$ cat config.mk
export PLATFORM = sky130hd
export DESIGN_NAME = rggen_axi4lite_slice_flat
export DESIGN_NICKNAME = d
export VERILOG_FILES = /design/src/rtl/rggen_axi4lite_slice_if.sv /design/src/rtl/rggen_axi4lite_slice.sv /design/src/flat_wrapper.sv
export SDC_FILE = /design/constraint.sdc
export NUM_CORES = 1
export LEC_CHECK = 0
export CORE_MARGIN = 2
export CORE_UTILIZATION = 40
export DETAILED_ROUTE_END_ITERATION = 10
export GPL_TIMING_DRIVEN = 0
export HOLD_SLACK_MARGIN = 0.02
export PLACE_DENSITY = 0.76
export SETUP_SLACK_MARGIN = 0.1
export SLEW_MARGIN = 20
export SYNTH_ARGS = -nofsm -noshare
export SYNTH_HDL_FRONTEND = slang
export SYNTH_HIERARCHICAL = 1
export SYNTH_SLANG_ARGS = --single-unit
$ cat constraint.sdc
create_clock -name i_clk -period 2.1 [get_ports i_clk]
set_clock_uncertainty 0.05 [all_clocks]
set_input_delay 0.42 -clock i_clk [delete_from_list [all_inputs] [get_ports i_clk]]
set_output_delay 0.42 -clock i_clk [all_outputs]
set_load 0.02 [all_outputs]
$ cat src/rtl/rggen_axi4lite_slice_if.sv
// AXI4-Lite bundle shared by the rggen bridge and the pipeline slice.
interface rggen_axi4lite_if #(
    parameter int unsigned ADDRESS_WIDTH = 16,
    parameter int unsigned BUS_WIDTH     = 32
);
    logic                     awvalid;
    logic                     awready;
    logic [ADDRESS_WIDTH-1:0] awaddr;
    logic [2:0]               awprot;
    logic                     wvalid;
    logic                     wready;
    logic [BUS_WIDTH-1:0]     wdata;
    logic [BUS_WIDTH/8-1:0]   wstrb;
    logic                     bvalid;
    logic                     bready;
    logic [1:0]               bresp;
    logic                     arvalid;
    logic                     arready;
    logic [ADDRESS_WIDTH-1:0] araddr;
    logic [2:0]               arprot;
    logic                     rvalid;
    logic                     rready;
    logic [BUS_WIDTH-1:0]     rdata;
    logic [1:0]               rresp;

    modport master (
        output awvalid, awaddr, awprot, input awready,
        output wvalid, wdata, wstrb, input wready,
        input bvalid, bresp, output bready,
        output arvalid, araddr, arprot, input arready,
        input rvalid, rdata, rresp, output rready
    );

    modport slave (
        input awvalid, awaddr, awprot, output awready,
        input wvalid, wdata, wstrb, output wready,
        output bvalid, bresp, input bready,
        input arvalid, araddr, arprot, output arready,
        output rvalid, rdata, rresp, input rready
    );
endinterface

$ cat src/rtl/rggen_axi4lite_slice.sv
// Registered AXI4-Lite pipeline stage: one two-entry skid buffer per channel,
// request and response directions independently bypassable.
module rggen_axi4lite_slice_skid #(
    parameter int unsigned Width = 8
) (
    input  logic             i_clk,
    input  logic             i_rst_n,
    input  logic             in_valid_i,
    output logic             in_ready_o,
    input  logic [Width-1:0] in_data_i,
    output logic             out_valid_o,
    input  logic             out_ready_i,
    output logic [Width-1:0] out_data_o
);
    // Bit 0 is main_valid, bit 1 is skid_valid, so both handshake outputs come
    // straight from flops.
    typedef enum logic [1:0] {
        StEmpty = 2'b00,
        StBusy  = 2'b01,
        StFull  = 2'b11
    } state_e;

    state_e           state_q;
    logic [Width-1:0] main_q;
    logic [Width-1:0] skid_q;
    logic             accept_in;
    logic             accept_out;

    assign in_ready_o  = ~state_q[1];
    assign out_valid_o = state_q[0];
    assign out_data_o  = main_q;
    assign accept_in   = in_valid_i & in_ready_o;
    assign accept_out  = out_valid_o & out_ready_i;

    always_ff @(posedge i_clk or negedge i_rst_n) begin
        if (!i_rst_n) begin
            state_q <= StEmpty;
            main_q  <= '0;
            skid_q  <= '0;
        end else begin
            case (state_q)
                StEmpty: begin
                    if (accept_in) begin
                        state_q <= StBusy;
                        main_q  <= in_data_i;
                    end
                end
                StBusy: begin
                    if (accept_in && !accept_out) begin
                        state_q <= StFull;
                        skid_q  <= in_data_i;
                    end else if (accept_in) begin
                        main_q <= in_data_i;
                    end else if (accept_out) begin
                        state_q <= StEmpty;
                    end
                end
                StFull: begin
                    if (accept_out) begin
                        state_q <= StBusy;
                        main_q  <= skid_q;
                    end
                end
                default: state_q <= StEmpty;
            endcase
        end
    end
endmodule

module rggen_axi4lite_slice #(
    parameter int unsigned ADDRESS_WIDTH  = 16,
    parameter int unsigned BUS_WIDTH      = 32,
    parameter bit          REQUEST_SLICE  = 1'b1,
    parameter bit          RESPONSE_SLICE = 1'b1
) (
    input logic            i_clk,
    input logic            i_rst_n,
    rggen_axi4lite_if.slave  slave_if,
    rggen_axi4lite_if.master master_if
);
    localparam int unsigned StrbWidth = BUS_WIDTH / 8;
    localparam int unsigned AwWidth   = ADDRESS_WIDTH + 3;
    localparam int unsigned WWidth    = BUS_WIDTH + StrbWidth;
    localparam int unsigned RWidth    = BUS_WIDTH + 2;

    if (REQUEST_SLICE) begin : g_request_slice
        logic [AwWidth-1:0] aw_out;
        logic [WWidth-1:0]  w_out;
        logic [AwWidth-1:0] ar_out;

        rggen_axi4lite_slice_skid #(.Width(AwWidth)) u_aw_skid (
            .i_clk       (i_clk),
            .i_rst_n     (i_rst_n),
            .in_valid_i  (slave_if.awvalid),
            .in_ready_o  (slave_if.awready),
            .in_data_i   ({slave_if.awaddr, slave_if.awprot}),
            .out_valid_o (master_if.awvalid),
            .out_ready_i (master_if.awready),
            .out_data_o  (aw_out)
        );

        rggen_axi4lite_slice_skid #(.Width(WWidth)) u_w_skid (
            .i_clk       (i_clk),
            .i_rst_n     (i_rst_n),
            .in_valid_i  (slave_if.wvalid),
            .in_ready_o  (slave_if.wready),
            .in_data_i   ({slave_if.wdata, slave_if.wstrb}),
            .out_valid_o (master_if.wvalid),
            .out_ready_i (master_if.wready),
            .out_data_o  (w_out)
        );

        rggen_axi4lite_slice_skid #(.Width(AwWidth)) u_ar_skid (
            .i_clk       (i_clk),
            .i_rst_n     (i_rst_n),
            .in_valid_i  (slave_if.arvalid),
            .in_ready_o  (slave_if.arready),
            .in_data_i   ({slave_if.araddr, slave_if.arprot}),
            .out_valid_o (master_if.arvalid),
            .out_ready_i (master_if.arready),
            .out_data_o  (ar_out)
        );

        assign {master_if.awaddr, master_if.awprot} = aw_out;
        assign {master_if.wdata, master_if.wstrb}   = w_out;
        assign {master_if.araddr, master_if.arprot} = ar_out;
    end else begin : g_request_pass
        assign master_if.awvalid = slave_if.awvalid;
        assign master_if.awaddr  = slave_if.awaddr;
        assign master_if.awprot  = slave_if.awprot;
        assign slave_if.awready  = master_if.awready;
        assign master_if.wvalid  = slave_if.wvalid;
        assign master_if.wdata   = slave_if.wdata;
        assign master_if.wstrb   = slave_if.wstrb;
        assign slave_if.wready   = master_if.wready;
        assign master_if.arvalid = slave_if.arvalid;
        assign master_if.araddr  = slave_if.araddr;
        assign master_if.arprot  = slave_if.arprot;
        assign slave_if.arready  = master_if.arready;
    end

    if (RESPONSE_SLICE) begin : g_response_slice
        logic [RWidth-1:0] r_out;

        rggen_axi4lite_slice_skid #(.Width(2)) u_b_skid (
            .i_clk       (i_clk),
            .i_rst_n     (i_rst_n),
            .in_valid_i  (master_if.bvalid),
            .in_ready_o  (master_if.bready),
            .in_data_i   (master_if.bresp),
            .out_valid_o (slave_if.bvalid),
            .out_ready_i (slave_if.bready),
            .out_data_o  (slave_if.bresp)
        );

        rggen_axi4lite_slice_skid #(.Width(RWidth)) u_r_skid (
            .i_clk       (i_clk),
            .i_rst_n     (i_rst_n),
            .in_valid_i  (master_if.rvalid),
            .in_ready_o  (master_if.rready),
            .in_data_i   ({master_if.rdata, master_if.rresp}),
            .out_valid_o (slave_if.rvalid),
            .out_ready_i (slave_if.rready),
            .out_data_o  (r_out)
        );

        assign {slave_if.rdata, slave_if.rresp} = r_out;
    end else begin : g_response_pass
        assign slave_if.bvalid  = master_if.bvalid;
        assign slave_if.bresp   = master_if.bresp;
        assign master_if.bready = slave_if.bready;
        assign slave_if.rvalid  = master_if.rvalid;
        assign slave_if.rdata   = master_if.rdata;
        assign slave_if.rresp   = master_if.rresp;
        assign master_if.rready = slave_if.rready;
    end
endmodule
$ cat src/flat_wrapper.sv
// flat-port wrapper written by rule: the top's interface ports become plain ports
module rggen_axi4lite_slice_flat 
#(
    parameter int unsigned ADDRESS_WIDTH  = 16,
    parameter int unsigned BUS_WIDTH      = 32,
    parameter bit          REQUEST_SLICE  = 1'b1,
    parameter bit          RESPONSE_SLICE = 1'b1
)
  (i_clk, i_rst_n, slave_if_awvalid, slave_if_awaddr, slave_if_awprot, slave_if_awready, slave_if_wvalid, slave_if_wdata, slave_if_wstrb, slave_if_wready, slave_if_bvalid, slave_if_bresp, slave_if_bready, slave_if_arvalid, slave_if_araddr, slave_if_arprot, slave_if_arready, slave_if_rvalid, slave_if_rdata, slave_if_rresp, slave_if_rready, master_if_awvalid, master_if_awaddr, master_if_awprot, master_if_awready, master_if_wvalid, master_if_wdata, master_if_wstrb, master_if_wready, master_if_bvalid, master_if_bresp, master_if_bready, master_if_arvalid, master_if_araddr, master_if_arprot, master_if_arready, master_if_rvalid, master_if_rdata, master_if_rresp, master_if_rready);
  rggen_axi4lite_if #(.ADDRESS_WIDTH(ADDRESS_WIDTH), .BUS_WIDTH(BUS_WIDTH)) slave_if_i ();
  rggen_axi4lite_if #(.ADDRESS_WIDTH(ADDRESS_WIDTH), .BUS_WIDTH(BUS_WIDTH)) master_if_i ();
  input logic i_clk;
  input logic i_rst_n;
  input wire logic [$bits(slave_if_i.awvalid)-1:0] slave_if_awvalid;
  input wire logic [$bits(slave_if_i.awaddr)-1:0] slave_if_awaddr;
  input wire logic [$bits(slave_if_i.awprot)-1:0] slave_if_awprot;
  output wire logic [$bits(slave_if_i.awready)-1:0] slave_if_awready;
  input wire logic [$bits(slave_if_i.wvalid)-1:0] slave_if_wvalid;
  input wire logic [$bits(slave_if_i.wdata)-1:0] slave_if_wdata;
  input wire logic [$bits(slave_if_i.wstrb)-1:0] slave_if_wstrb;
  output wire logic [$bits(slave_if_i.wready)-1:0] slave_if_wready;
  output wire logic [$bits(slave_if_i.bvalid)-1:0] slave_if_bvalid;
  output wire logic [$bits(slave_if_i.bresp)-1:0] slave_if_bresp;
  input wire logic [$bits(slave_if_i.bready)-1:0] slave_if_bready;
  input wire logic [$bits(slave_if_i.arvalid)-1:0] slave_if_arvalid;
  input wire logic [$bits(slave_if_i.araddr)-1:0] slave_if_araddr;
  input wire logic [$bits(slave_if_i.arprot)-1:0] slave_if_arprot;
  output wire logic [$bits(slave_if_i.arready)-1:0] slave_if_arready;
  output wire logic [$bits(slave_if_i.rvalid)-1:0] slave_if_rvalid;
  output wire logic [$bits(slave_if_i.rdata)-1:0] slave_if_rdata;
  output wire logic [$bits(slave_if_i.rresp)-1:0] slave_if_rresp;
  input wire logic [$bits(slave_if_i.rready)-1:0] slave_if_rready;
  output wire logic [$bits(master_if_i.awvalid)-1:0] master_if_awvalid;
  output wire logic [$bits(master_if_i.awaddr)-1:0] master_if_awaddr;
  output wire logic [$bits(master_if_i.awprot)-1:0] master_if_awprot;
  input wire logic [$bits(master_if_i.awready)-1:0] master_if_awready;
  output wire logic [$bits(master_if_i.wvalid)-1:0] master_if_wvalid;
  output wire logic [$bits(master_if_i.wdata)-1:0] master_if_wdata;
  output wire logic [$bits(master_if_i.wstrb)-1:0] master_if_wstrb;
  input wire logic [$bits(master_if_i.wready)-1:0] master_if_wready;
  input wire logic [$bits(master_if_i.bvalid)-1:0] master_if_bvalid;
  input wire logic [$bits(master_if_i.bresp)-1:0] master_if_bresp;
  output wire logic [$bits(master_if_i.bready)-1:0] master_if_bready;
  output wire logic [$bits(master_if_i.arvalid)-1:0] master_if_arvalid;
  output wire logic [$bits(master_if_i.araddr)-1:0] master_if_araddr;
  output wire logic [$bits(master_if_i.arprot)-1:0] master_if_arprot;
  input wire logic [$bits(master_if_i.arready)-1:0] master_if_arready;
  input wire logic [$bits(master_if_i.rvalid)-1:0] master_if_rvalid;
  input wire logic [$bits(master_if_i.rdata)-1:0] master_if_rdata;
  input wire logic [$bits(master_if_i.rresp)-1:0] master_if_rresp;
  output wire logic [$bits(master_if_i.rready)-1:0] master_if_rready;
  assign slave_if_i.awvalid = slave_if_awvalid;
  assign slave_if_i.awaddr = slave_if_awaddr;
  assign slave_if_i.awprot = slave_if_awprot;
  assign slave_if_awready = slave_if_i.awready;
  assign slave_if_i.wvalid = slave_if_wvalid;
  assign slave_if_i.wdata = slave_if_wdata;
  assign slave_if_i.wstrb = slave_if_wstrb;
  assign slave_if_wready = slave_if_i.wready;
  assign slave_if_bvalid = slave_if_i.bvalid;
  assign slave_if_bresp = slave_if_i.bresp;
  assign slave_if_i.bready = slave_if_bready;
  assign slave_if_i.arvalid = slave_if_arvalid;
  assign slave_if_i.araddr = slave_if_araddr;
  assign slave_if_i.arprot = slave_if_arprot;
  assign slave_if_arready = slave_if_i.arready;
  assign slave_if_rvalid = slave_if_i.rvalid;
  assign slave_if_rdata = slave_if_i.rdata;
  assign slave_if_rresp = slave_if_i.rresp;
  assign slave_if_i.rready = slave_if_rready;
  assign master_if_awvalid = master_if_i.awvalid;
  assign master_if_awaddr = master_if_i.awaddr;
  assign master_if_awprot = master_if_i.awprot;
  assign master_if_i.awready = master_if_awready;
  assign master_if_wvalid = master_if_i.wvalid;
  assign master_if_wdata = master_if_i.wdata;
  assign master_if_wstrb = master_if_i.wstrb;
  assign master_if_i.wready = master_if_wready;
  assign master_if_i.bvalid = master_if_bvalid;
  assign master_if_i.bresp = master_if_bresp;
  assign master_if_bready = master_if_i.bready;
  assign master_if_arvalid = master_if_i.arvalid;
  assign master_if_araddr = master_if_i.araddr;
  assign master_if_arprot = master_if_i.arprot;
  assign master_if_i.arready = master_if_arready;
  assign master_if_i.rvalid = master_if_rvalid;
  assign master_if_i.rdata = master_if_rdata;
  assign master_if_i.rresp = master_if_rresp;
  assign master_if_rready = master_if_i.rready;
  rggen_axi4lite_slice #(.ADDRESS_WIDTH(ADDRESS_WIDTH), .BUS_WIDTH(BUS_WIDTH), .REQUEST_SLICE(REQUEST_SLICE), .RESPONSE_SLICE(RESPONSE_SLICE)) u_core (.i_clk(i_clk), .i_rst_n(i_rst_n), .slave_if(slave_if_i), .master_if(master_if_i));
endmodule
==> qor.yml, run 1 <==
worst_setup_path:
  path_cells: "clkdlybuf4s50_1"
  worstPathArrival_ns: 1.50
  path_max_fanout: 2
  critPathBufInv: 1
  critical-path-max-stage-delay_ns: 0.61
  critical_path_class: "flop to output pin"
  crit_slowest_cell: "clkdlybuf4s50_1"
  end_kind: "output pin"
  critPathRequiredTime_ns: 1.63
  startpoint_type: "flop"
  path_delay_family: "buffers and inverters"
drt:
  avgViaCountPerCell: 4.97
  detail_route.iter0.violations: 193
  highest_layer: "met4"
  routed-via-count: 6629
  wl_um: 23600
  firstDrtPassIters: 5
  routed-wl-met3_um: 1650
  wl_met2_um: 11400
  wl_met1_um: 10100
  drc: 0
  routedWlPerCell_um: 17.7
  ant_nets: 0
pwr:
  powerDensity_nw_per_um2: 1520
  clkPwrFrac_pct: 19.8
  ir_drop_mv: 0.963
  power_mw: 22.3
  p_int_mw: 14.9
  p_comb_share_pct: 44.7
  p_leak_nw: 6.54
  swShare_pct: 33.1
  p_seq_share_pct: 35.5
  p_switching_mw: 7.37
synth:
  synth_area_leaders: "dfrtp_1 54%, mux2_2 33%, mux2_1 3.4%"
  synth_top_area_share_pct: 54.4
  ys_async_sr_fraction_pct: 100
  yosysUniqueCellTypes: 31
  synth_ff_type: "dfrtp_1"
  syn_area_um2: 10600
  ys_seq_area_share_pct: 54.4
  synth_most_common_cell: "mux2_2"
  avgSynthCellArea_um2: 15.2
  yosysWarnings: 6
  synth_cells: 696
  netlist.top_cell.by_area: "dfrtp_1"
  ys_seq_elements: 230
  syn_nets: 838
  synth_edf_count: 0
  yosys-top-cells-count: "306 x mux2_2, 230 x dfrtp_1, 32 x mux2_1"
grt:
  antenna_found_initial: 1
  grt_max_degree: 86
  grt_util_all_layers_pct: 16.8
  grt_overflow: 0
  grt_pass1_vias: 7171
  grt_pass1_wl_um: 38600
clock_network:
  cts-root-buf: "clkbuf_16"
  ctsHtreeMaxLevel: 1
  tritoncts: "done"
  cts.sinks: 230
  clk_latency_ns: 0.53
  clk_path_buf_depth: 3
  cts_made_buffers: 26
  path_clk_slew_ns: 0.06
sta:
  layout_worst_path_cycle_share_pct: 93.7
  rsz0062_at_grt: "true"
  fmax_mhz: 508
  fin_tns_setup_ns: 0
  drv_slew: 0
  fin_crit_ns: 1.97
  relSlewSlack_pct: 69.4
  worst_pin_slew_ns: 0.459
  hold_violations: 0
  setup_viol: 0
cells_and_area:
  syn_to_final_growth_pct: 38.3
  fill_cells: 2101
  final_layout_size_suffix_gt1_share_pct: 41.8
  final_nets: 1126
floorplanning:
  fp.dieH_um: 167
  start_util_pct: 40.7
  core_region_area_um2: 26000
  die_area_um2: 27800
  pin_count: 242
  fp-row-count: 59
  fp.dieW_um: 167
placement:
  globalplace.congestion: 0.752
  numPortBuffers: 241
  post-dp-hpwl_um: 16100
job:
  maxCapViolCount: 0
min_path:
  min_path_type: "primary input to async pin"
run_status:
  status: "complete, no violations"
cells by family after synthesis:
logic type	after synthesis	synth area share (%)
and+or+nand+nor	36	1.96
buffers and inverters	43	2.45
xor gates and xnor gates	5	0.414
adders and majority gates	20	2.37
muxes	340	36.3
DFF	230	54.4
AOI/OAI and AO/OA	22	2.13
cell type report:
| type | count | area [µm²] | share of cell area [%] |
|---|---|---|---|
| repair buffers | 260 | 2720 | 18.6 |
| flip-flops and latches | 230 | 5760 | 39.4 |
| multi-input cells | 423 | 4600 | 31.5 |
| inverters | 12 | 45.0 | 0.308 |
| diodes | 1 | 2.50 | 0.0171 |
| plain buffers | 31 | 258 | 1.76 |
| clock inverters | 7 | 96.3 | 0.658 |
| clock buffers | 36 | 728 | 4.98 |
| well taps | 335 | 419 | 2.86 |
power groups by stage:
| stage | sequential (mW) | combinational (mW) | clock, mW |
|---|---|---|---|
| 2_1_floorplan | 9.15 | 4.80 | 0 |
| 3_3_place_gp | 7.87 | 9.75 | 0 |
| 3_5_place_dp | 7.97 | 9.95 | 0 |
| 6_report | 7.91 | 9.95 | 4.40 |
| 4_1_cts | 7.91 | 9.86 | 4.56 |
| 5_1_grt | 8.22 | 10.6 | 4.73 |
state kept, by name (all words and copies together) (netlist names):
register / cells
u_core/g_request_slice.u_aw_skid/out_data_o: 19
u_core/g_request_slice.u_w_skid/out_data_o: 36
u_core/g_response_slice.u_r_skid/state_q: 2
u_core/g_request_slice.u_w_skid/skid_q: 36
u_core/g_response_slice.u_b_skid/out_data_o: 2
u_core/g_request_slice.u_w_skid/state_q: 2
u_core/g_request_slice.u_aw_skid/state_q: 2
u_core/g_request_slice.u_ar_skid/skid_q: 19
u_core/g_request_slice.u_aw_skid/skid_q: 19
u_core/g_response_slice.u_r_skid/out_data_o: 34
u_core/g_response_slice.u_r_skid/skid_q: 34
u_core/g_request_slice.u_ar_skid/out_data_o: 19
u_core/g_response_slice.u_b_skid/skid_q: 2
u_core/g_request_slice.u_ar_skid/state_q: 2
u_core/g_response_slice.u_b_skid/state_q: 2
per-layer routing:
metal | GRT usage [%] | vias up
met3 | 5.20 | 41
met1 | 21.9 | 3324
met5 | 0 | -
met4 | 3.82 | 0
met2 | 27.5 | 173
li1 | - | 3091
path summary, 6_finish.rpt:
kind,to,cells after the start,slack [ns],startpoint
worst max-delay path,slave_if_rdata[15],1,0.13,u_core/g_response_slice.u_r_skid/out_data_o[17]
worst min register to register,u_core/g_request_slice.u_aw_skid/out_data_o[8],1,0.44,u_core/g_request_slice.u_aw_skid/out_data_o[8]
max in group asynchronous,u_core/g_request_slice.u_w_skid/state_q[1],4,0.68,i_rst_n
worst max register to register,u_core/g_response_slice.u_r_skid/out_data_o[7],6,0.16,u_core/g_response_slice.u_r_skid/state_q[1]
worst min-delay path,u_core/g_response_slice.u_r_skid/skid_q[30],2,0.25,i_rst_n
min in group i_clk,u_core/g_request_slice.u_aw_skid/out_data_o[8],1,0.44,u_core/g_request_slice.u_aw_skid/out_data_o[8]
timing repair:
| action | in CTS | in global routing |
|---|---|---|
| hold buffers | 1 | 0 |
| gates resized for setup | 57 | 63 |
| setup endpoints to repair | 126 | 80 |
| cloned | 0 | 2 |
| hold endpoints to repair | 94 | 0 |
| buffers inserted | 7 | 6 |
| pin swaps | 3 | 1 |
through the flow:
stage,utilization (%),setup slack [ns],cells,instance area (µm²),hold WS [ns]
2_1_floorplan,-,0.0922,696,10600,0.0744
3_3_place_gp,51.6,-10.53,1272,13400,0.420
3_5_place_dp,52.0,-0.270,1275,13500,0.186
4_1_cts,55.3,0.101,1326,14400,0.210
5_1_grt,56.3,0.0763,1334,14600,0.236
6_report,56.3,0.132,1335,14600,0.248
cell usage in the layout (no fill, tap or decap), drive strengths merged:
master and instances:
nand3 5, dlygate4sd3 1, dlygate4sd2 40, nand2b 4
clkdlybuf4s50 158, clkbuf 45, clkdlybuf4s15 2, bufinv 2
ha 20, dfrtp 230, o32ai 2, buf 43
a221o 3, dlymetal6s2s 38, clkinv 5, xnor2 2
nor2b 8, diode 1, nand2 8, o21ai 5
a22oi 7, and2b 3, nor2 8, inv 12
xor2 3, mux2 340, a21oi 5
Power figures use the tool's default switching activity.
==> inputs of run 2 (changes only) <==
--- a/config.mk
+++ b/config.mk
@@ -7,6 +7,7 @@
 export LEC_CHECK = 0
 export CORE_MARGIN = 2
 export CORE_UTILIZATION = 40
+export CTS_BUF_LIST = sky130_fd_sc_hd__clkbuf_4 sky130_fd_sc_hd__clkbuf_8
 export DETAILED_ROUTE_END_ITERATION = 10
 export GPL_TIMING_DRIVEN = 0
 export HOLD_SLACK_MARGIN = 0.02
==> run 2 against run 1 <==
Effect of this change: worst setup slack improved by 0.028 ns; non-clock buffer count down 5; flip-flop and latch count did not move; utilization down 0.25 points; final cell count increased by 1.7%; design area is 0.44% lower; critical path type unchanged; sequential share of layout area rose by 0.18 points; clock power shrank 3%; total power down 2.2%.
==> qor.yml, run 2 (synthesized netlist as in run 1, its figures left out) <==
job:
  maxCapViolCount: 0  # unchanged
pwr:
  powerDensity_nw_per_um2: 1490  # -1.8%
  swShare_pct: 33.3  # +0.19 points
  clkPwrFrac_pct: 19.6  # -0.2 points
  p_switching_mw: 7.25  # -1.7%
  p_leak_nw: 6.63  # +1.4%
  p_int_mw: 14.5  # -2.5%
  p_comb_share_pct: 44.2  # -0.5 points
  p_seq_share_pct: 36.2  # +0.7 points
  ir_drop_mv: 0.868  # -9.9%
cells_and_area:
  final_nets: 1136  # +0.89%
  n_antenna_cell: 0  # -1
  final_common_cell: "mux2_2"
  post-route-cell-area_um2: 14600  # -0.44%
  final_layout_size_suffix_gt1_share_pct: 43.5  # +1.7 points
  final_cell_mix: "306 x mux2_2, 224 x dfrtp_1, 138 x clkdlybuf4s50_1, 52 x clkbuf_8, 51 x dlygate4sd2_1"
  syn_to_final_growth_pct: 37.7
drt:
  routed-via-count: 6673  # +0.66%
  wl_um: 23200  # -2.1%
  drc: 0  # unchanged
  routedWlPerCell_um: 17.1  # -3.7%
  detail_route.iter0.violations: 214  # +11%
  firstDrtPassIters: 4  # -1
  ant_nets: 0  # unchanged
  avgViaCountPerCell: 4.91  # -1.0%
clock_network:
  cts-root-buf: "clkbuf_8"
  clk_path_buf_depth: 3  # unchanged
  path_clk_slew_ns: 0.06  # about the same
  tritoncts: "done"
  cts.sinks: 230  # unchanged
  clk_latency_ns: 0.53  # about the same
  cts_made_buffers: 41  # +58%
  ctsHtreeMaxLevel: 2  # +1
worst_setup_path:
  critical_path_class: "flop to output pin"
  critical-path-max-stage-delay_ns: 0.61  # about the same
  r2r_end: "u_core/g_response_slice.u_r_skid/out_data_o[19]"
  worstPathArrival_ns: 1.47  # -0.03 ns
  startpoint_type: "flop"
  critPathRequiredTime_ns: 1.63  # about the same
  rr_startpoint: "u_core/g_response_slice.u_r_skid/state_q[0]"
  r2r_cells: 6  # unchanged
  r2r_slack_ns: 0.17  # about the same
  path_cells: "clkdlybuf4s50_1"
  crit_slowest_cell: "clkdlybuf4s50_1"
  path_delay_family: "buffers and inverters"
  end_kind: "output pin"
  startpoint: "u_core/g_request_slice.u_aw_skid/out_data_o[10]"
  endpoint: "master_if_awaddr[7]"
  critPathBufInv: 1  # unchanged
  path_max_fanout: 2  # unchanged
  cp.depth: 1  # unchanged
grt:
  grt_pass1_wl_um: 38700  # +0.30%
  grt_overflow: 0  # unchanged
  grt_max_degree: 86  # unchanged
  grt_pass1_vias: 7305  # +1.9%
  grt_util_all_layers_pct: 17.0  # +0.16 points
  antenna_found_initial: 0  # -1
sta:
  hold_violations: 0  # unchanged
  setup_viol: 0  # unchanged
  drv_slew: 0  # unchanged
  layout_worst_path_cycle_share_pct: 92.4  # -1.3 points
  worst_pin_slew_ns: 0.456  # -0.00223 ns
  relSlewSlack_pct: 69.6  # +0.15 points
  fin_crit_ns: 1.94  # -0.0280 ns
  fin_ws_ns: 0.160  # +0.0280 ns
  fmax_mhz: 516  # +1.4%
  rsz0062_at_grt: "true"
run_status:
  status: "complete, no violations"
floorplanning:
  pin_count: 242  # unchanged
  start_util_pct: 40.7  # unchanged
  die_area_um2: 27800  # unchanged
  core_region_area_um2: 26000  # unchanged
  fp.dieH_um: 167  # unchanged
  fp.dieW_um: 167  # unchanged
  fp-row-count: 59  # unchanged
placement:
  numPortBuffers: 241  # unchanged
  post-dp-hpwl_um: 16100  # unchanged
  place_area_um2: 13500  # unchanged
  post-place-ws_ns: -0.270  # unchanged
  globalplace.congestion: 0.752  # unchanged
min_path:
  min_path_type: "primary input to async pin"
==> run 2: layout make-up <==
type                    count  area [µm²]
plain buffers              31         258
clock inverters             3        17.5
well taps                 335         419
fillers                  2157       11400
repair buffers            255        2650
flip-flops and latches    230        5760
inverters                  12        45.0
clock buffers              69         843
multi-input cells         423        4570
==> run 2: how the worst min path moves through the flow <==
stage                                                      end                                      startpoint  cells past startpoint
4_1_cts            u_core/g_response_slice.u_r_skid/skid_q[25]                                         i_rst_n                      2
3_5_place_dp   u_core/g_response_slice.u_r_skid/out_data_o[25]                                         i_rst_n                      1
5_1_grt            u_core/g_response_slice.u_r_skid/skid_q[30]                                         i_rst_n                      2
6_report           u_core/g_response_slice.u_r_skid/skid_q[25]                                         i_rst_n                      2
3_3_place_gp    u_core/g_response_slice.u_r_skid/out_data_o[5]  u_core/g_response_slice.u_r_skid/out_data_o[5]                      1
2_1_floorplan   u_core/g_request_slice.u_ar_skid/out_data_o[0]                                         i_rst_n                      0
==> run 2: worst register-to-register path: cells and delay by family, from the launching register on <==
| kind | cells | cell delay [ns] |
|---|---|---|
| AOI/OAI and AO/OA | 1 | 0.31 |
| adders and majority gates | 1 | 0.21 |
| buffers and inverters | 3 | 0.45 |
| DFF | 1 | 0.44 |
| muxes | 1 | 0.34 |
==> run 2: per-layer routing <==
metal	vias to the layer above	routed length [µm]	global-route usage, %	part of all wire (%)
met3	37	1700	5.37	7.4
met5	-	0	0	0
met4	0	460	4.57	2.0
li1	3120	-	-	-
met1	3323	9970	22.0	43
met2	193	11000	27.6	48
==> run 2: power by group through the flow <==
stage | clock network, mW | logic, mW | registers [mW]
global route | 4.68 | 10.3 | 8.19
global placement | 0 | 9.75 | 7.87
finish | 4.27 | 9.62 | 7.87
floorplan | 0 | 4.80 | 9.15
detailed placement | 0 | 9.95 | 7.97
CTS | 4.45 | 9.77 | 7.90
==> run 2: timing repair <==
item | in CTS | in global routing
setup buffers | 8 | 1
hold buffers | 1 | 0
gates resized for setup | 69 | 65
endpoints found under the hold margin | 94 | 0
cloned | 1 | 0
pin swaps | 4 | 1
setup endpoints to repair | 136 | 100
==> run 2: metrics by stage <==
stage	hold slack, ns	utilization, %	std cells	setup TNS (ns)	power, mW
2_1_floorplan	0.0744	-	696	0	14.0
3_3_place_gp	0.420	51.6	1272	-2230.66	17.6
3_5_place_dp	0.186	52.0	1275	-21.52	17.9
4_1_cts	0.212	55.4	1357	0	22.1
5_1_grt	0.242	56.1	1358	0	23.2
6_report	0.267	56.1	1358	0	21.8
